`src/rtl/cla8_serial_adder.sv`:
```
// Multi-cycle NBYTES*8-bit adder/subtractor. One byte per cycle, LSB first,
// goes through a single 8-bit carry-lookahead slice; the slice carry is registered between bytes.
module cla8_serial_adder #(
    parameter int unsigned NBYTES = 4
) (
    input  logic                  clk,
    input  logic                  rst_n,
    input  logic                  start,
    input  logic [8*NBYTES-1:0]   a,
    input  logic [8*NBYTES-1:0]   b,
    input  logic                  cin,
    input  logic                  sub,
    output logic                  busy,
    output logic                  done,
    output logic [8*NBYTES-1:0]   sum,
    output logic                  cout,
    output logic                  ovf
);

    localparam int unsigned W  = 8 * NBYTES;
    localparam int unsigned IW = (NBYTES > 1) ? $clog2(NBYTES) : 1;
    localparam logic [IW-1:0] LAST = IW'(NBYTES - 1);

    typedef enum logic [1:0] {
        ST_IDLE = 2'd0,
        ST_RUN  = 2'd1,
        ST_DONE = 2'd2
    } state_t;

    state_t          r_state;
    state_t          w_state_nxt;

    logic [W-1:0]    r_a;
    logic [W-1:0]    r_b;
    logic            r_carry;
    logic [IW-1:0]   r_idx;
    logic [W-1:0]    r_sum;
    logic            r_cout;
    logic            r_ovf;

    logic [7:0]      w_g;
    logic [7:0]      w_p;
    logic [8:0]      w_c;
    logic [7:0]      w_s;
    logic            w_term;
    logic            w_accept;
    logic            w_last;

    assign w_accept = (r_state == ST_IDLE) && start;
    assign w_last   = (r_idx == LAST);

    // Operands are shifted right each cycle, so the current byte is always [7:0].
    always_comb begin
        w_g    = r_a[7:0] & r_b[7:0];
        w_p    = r_a[7:0] ^ r_b[7:0];
        w_c    = '0;
        w_term = 1'b0;
        w_c[0] = r_carry;
        for (int unsigned i = 0; i < 8; i++) begin
            w_term = r_carry;
            for (int unsigned k = 0; k <= i; k++) begin
                w_term = w_term & w_p[k];
            end
            w_c[i+1] = w_term;
            for (int unsigned j = 0; j <= i; j++) begin
                w_term = w_g[j];
                for (int unsigned k = j + 1; k <= i; k++) begin
                    w_term = w_term & w_p[k];
                end
                w_c[i+1] = w_c[i+1] | w_term;
            end
        end
        w_s = w_p ^ w_c[7:0];
    end

    always_ff @(posedge clk or negedge rst_n) begin
        if (!rst_n) begin
            r_state <= ST_IDLE;
        end else begin
            r_state <= w_state_nxt;
        end
    end

    always_comb begin
        w_state_nxt = r_state;
        case (r_state)
            ST_IDLE: if (start)  w_state_nxt = ST_RUN;
            ST_RUN:  if (w_last) w_state_nxt = ST_DONE;
            ST_DONE: w_state_nxt = ST_IDLE;
            default: w_state_nxt = ST_IDLE;
        endcase
    end

    always_ff @(posedge clk or negedge rst_n) begin
        if (!rst_n) begin
            r_a     <= '0;
            r_b     <= '0;
            r_carry <= 1'b0;
            r_idx   <= '0;
            r_sum   <= '0;
            r_cout  <= 1'b0;
            r_ovf   <= 1'b0;
        end else if (w_accept) begin
            r_a     <= a;
            r_b     <= b ^ {W{sub}};
            r_carry <= sub ? 1'b1 : cin;
            r_idx   <= '0;
        end else if (r_state == ST_RUN) begin
            // Constant-index byte writes leave unprocessed bytes untouched.
            for (int unsigned n = 0; n < NBYTES; n++) begin
                if (r_idx == IW'(n)) begin
                    r_sum[8*n +: 8] <= w_s;
                end
            end
            r_a     <= r_a >> 8;
            r_b     <= r_b >> 8;
            r_carry <= w_c[8];
            if (w_last) begin
                r_idx  <= '0;
                r_cout <= w_c[8];
                r_ovf  <= w_c[8] ^ w_c[7];
            end else begin
                r_idx  <= r_idx + 1'b1;
            end
        end
    end

    assign busy = (r_state != ST_IDLE);
    assign done = (r_state == ST_DONE);
    assign sum  = r_sum;
    assign cout = r_cout;
    assign ovf  = r_ovf;

endmodule

```
`config.mk`:
```
export PLATFORM = sky130hd
export DESIGN_NAME = cla8_serial_adder
export DESIGN_NICKNAME = d
export VERILOG_FILES = /design/src/rtl/cla8_serial_adder.sv
export SDC_FILE = /design/constraint.sdc
export NUM_CORES = 1
export LEC_CHECK = 0
export CORE_MARGIN = 1.5
export CORE_UTILIZATION = 56
export CTS_BUF_LIST = sky130_fd_sc_hd__clkbuf_8
export CTS_CLUSTER_DIAMETER = 150
export CTS_CLUSTER_SIZE = 10
export DETAILED_ROUTE_END_ITERATION = 7
export PLACE_DENSITY_LB_ADDON = 0.15
export SLEW_MARGIN = 20
export SYNTH_ARGS = -nofsm -noshare
export SYNTH_HDL_FRONTEND = slang
export SYNTH_SLANG_ARGS = --single-unit
```
`constraint.sdc`:
```
create_clock -name clk -period 3.2 [get_ports clk]
set_input_delay 0.64 -clock clk [delete_from_list [all_inputs] [get_ports clk]]
set_output_delay 0.64 -clock clk [all_outputs]
set_load 0.02 [all_outputs]
```
==> results.py <==
metrics = {
    "status": {
        "status": "finished clean",
    },
    "sta": {
        "finalHoldViolCount": 0,
        "finalCriticalPeriod_ns": 2.33,
        "fmax_ghz": 0.430,
        "worst_pin_slew_ns": 1.01,
        "tns_ns": 0,
        "timing.final.crit_share_pct": 72.7,
        "fin_ws_ns": 0.873,
        "skew_ns": 0.00909,
        "max-slew-margin-rel_pct": 32.7,
        "rsz0062_at_grt": "no",
        "setup_viol": 0,
        "slew_violations": 0,
    },
    "yosys": {
        "synth_enable_flop_cells": 0,
        "synth_adder_area_share_pct": 3.85,
        "yosys_warnings": 0,
        "synthMuxAreaShare_pct": 0.923,
        "yosysTopAreaCell": "dfrtp_1",
        "synth_xor_area_share_pct": 6.64,
        "synth.area.top_cells": "dfrtp_1 (54%), nand2_1 (7.4%), xnor2_1 (6.3%)",
        "yosysTopAreaCellShare_pct": 54.3,
        "synth_compound_area_share_pct": 16.9,
        "ys_seq_elements": 103,
        "syn_area_um2": 4750,
        "postSynthCellCount": 466,
        "seq_area_frac_synth_pct": 54.3,
        "yosysUniqueCellTypes": 44,
        "ys_top_cells_by_count": "dfrtp_1 (103), nand2_1 (94), nor2_1 (37), xnor2_1 (34), o21ai_0 (33)",
        "yosysMostFrequentCell": "dfrtp_1",
        "synth_top_family_by_area": "compound AO/OA/AOI/OAI gates",
        "syn_nets": 549,
        "avgSynthCellArea_um2": 10.2,
        "synthSimpleGateAreaFrac_pct": 14.4,
        "synth_ff_type": "dfrtp_1",
        "synthArstFlopShare_pct": 100,
    },
    "worst_hold_path": {
        "hold_path.class": "input port to async pin",
    },
    "global_routing": {
        "grt.overflow.total": 0,
        "grt_max_degree": 60,
        "grt_pass1_wl_um": 16900,
        "antenna_found_initial": 0,
        "global_route.usage.total_pct": 24.4,
        "grt_pass1_vias": 3520,
    },
    "cts": {
        "path_clk_slew_ns": 0.09,
        "cts_setup_buffers": 0,
        "cts_buffer_depth": 2,
        "hold_buffers": 0,
        "cts_tree": "yes",
        "clockRootBuffer": "clkbuf_8",
        "cts.sinks": 103,
        "cts_max_level": 3,
        "clk_latency_ns": 0.37,
        "cts_buffers": 9,
        "cts_resized": 0,
    },
    "final_layout": {
        "drive_gt1_share_pct": 6.07,
        "nNetsFinal": 638,
        "syn_to_final_growth_pct": 28.5,
        "num_antenna_cells": 0,
    },
    "worst_setup_path": {
        "cp-start-kind": "flip-flop",
        "cp_max_fo": 6,
        "rrSetupSlack_ns": 0.93,
        "critical_path_buf_inv_count": 1,
        "reg2reg_depth": 6,
        "cp_slowest_stage_delay_ns": 0.54,
        "critPathTopFamily": "buffers and inverters",
        "r2r-start": "r_a[0]$_DFFE_PN0P_",
        "end_kind": "primary output",
        "crit_type": "flip-flop to primary output",
        "crit_slowest_cell": "clkdlybuf4s50_1",
        "worst_ep_arrival_time_ns": 1.69,
        "reg2reg_to": "sum[7]$_DFFE_PN0P_",
        "required_ns": 2.56,
        "cp_cell_sequence": "or2_2 > clkdlybuf4s50_1",
    },
    "drt": {
        "first_pass_iters": 5,
        "route.detailed.drc": 0,
        "ant_nets": 0,
        "first_iter_violations": 204,
        "wl_per_cell_um": 15.6,
        "vias": 3768,
        "vias_per_cell": 5.67,
        "wl_um": 10400,
    },
    "floorplan": {
        "placementRows": 33,
        "ios": 105,
        "die_h_um": 95.1,
        "die_w_um": 95.1,
        "floorplan.die_area_um2": 9040,
        "core_um2": 8220,
        "start_util_pct": 57.8,
    },
    "place": {
        "portBuffers": 104,
        "pre_cts_ws_ns": 0.651,
        "gp_congestion": 0.801,
        "dp_hpwl_um": 7400,
    },
    "pwr": {
        "power.density_nw_per_um2": 1020,
        "peakVddDrop_uv": 386,
        "leakagePower_nw": 2.75,
    },
    "run": {
        "drv_cap": 0,
    },
}
[worst reg2reg max path, stage by stage, from the launching register on]
cell	delay (ns)
dfrtp_1	0.44
ha_1	0.31
ha_1	0.20
o21a_1	0.24
o221a_2	0.34
o21ai_0	0.44
a31oi_1	0.16
[layer usage]
| layer | GRT usage, % | wire, µm | up-vias | share of wire [%] |
|---|---|---|---|---|
| met1 | 32.2 | 4450 | 1826 | 43 |
| met2 | 40.9 | 5310 | 115 | 51 |
| li1 | - | - | 1808 | - |
| met3 | 3.75 | 449 | 19 | 4.3 |
| met5 | 0 | 0 | - | 0 |
| met4 | 9.08 | 167 | 0 | 1.6 |
[cell usage in the layout (no fill, tap or decap), types with 2 or more instances in the layout]
master / synthesis / layout
o21a_1: 2 / 2
buf_12: 0 / 2
dfrtp_1: 103 / 103
inv_1: 5 / 6
a21oi_1: 2 / 2
nand3_1: 16 / 16
a221o_1: 24 / 24
xor2_1: 2 / 2
a22oi_1: 24 / 24
nand2_1: 94 / 94
nor2_1: 37 / 36
ha_1: 13 / 13
buf_4: 0 / 4
bufinv_16: 0 / 2
and2_1: 4 / 4
a21o_1: 2 / 2
a31oi_1: 9 / 9
o31ai_1: 3 / 3
clkdlybuf4s50_1: 0 / 102
xnor2_1: 34 / 34
mux2_2: 3 / 3
nor2b_1: 3 / 2
clkbuf_8: 0 / 10
o21ai_0: 33 / 33
[where the power goes]
part / internal, W / leakage [nW] / switching (W)
Clock: 0.000459 / 0.114 / 0.000431
Combinational: 0.00134 / 1.34 / 0.00173
Sequential: 0.00190 / 1.29 / 0.000377
[area by class of cell]
cell class                 instances  area (µm²)
multi-input combinational        326        2050
inverter                           6        22.5
timing repair buffer             109        1100
tap                              105         131
fill                             614        2120
clock inverter                     6        85.1
clock buffer                      10         138
sequential                       103        2580
[registers in the layout, indices dropped and copies added (netlist names)]
name and flops:
r_b 32, r_carry 1, sum 32, r_idx 2
r_state 2, cout 1, r_a 32, ovf 1
[worst max-delay path by stage]
| stage | cells after the start | to | from | slack (ns) |
|---|---|---|---|---|
| 6_report | 2 | busy | r_state[0]$_DFFE_PN0P_ | 0.87 |
| 5_1_grt | 2 | done | r_state[1]$_DFFE_PN0P_ | 0.83 |
| 4_1_cts | 2 | busy | r_state[0]$_DFFE_PN0P_ | 0.87 |
| 3_5_place_dp | 5 | r_carry$_DFFE_PN0P_ | start | 0.65 |
| 3_3_place_gp | 5 | r_carry$_DFFE_PN0P_ | start | 0.73 |
| 2_1_floorplan | 6 | sum[14]$_DFFE_PN0P_ | r_a[0]$_DFFE_PN0P_ | 1.21 |
[logic make-up (layout without fill, tap and decap cells)]
kind of cell	count (synthesis)	count (layout)
simple gates	162	162
compound gates	110	110
flops	103	103
buf+inv	37	131
xor+xnor	36	36
fa+ha+maj	14	14
mux	4	4
[through the flow]
| stage | cell area, µm² | util, % | hold WS, ns | std cells | power (W) |
|---|---|---|---|---|---|
| final | 6100 | 74.2 | 0.337 | 665 | 0.00624 |
| after global routing | 6100 | 74.2 | 0.399 | 665 | 0.00670 |
| after CTS | 6100 | 74.2 | 0.364 | 665 | 0.00626 |
| after detailed placement | 5880 | 71.5 | 0.466 | 649 | 0.00536 |
| after global placement | 5880 | 71.5 | 0.459 | 649 | 0.00521 |
| after floorplan | 4750 | - | 0.344 | 466 | 0.00423 |
Note: power is estimated with default switching activity, not from simulation.
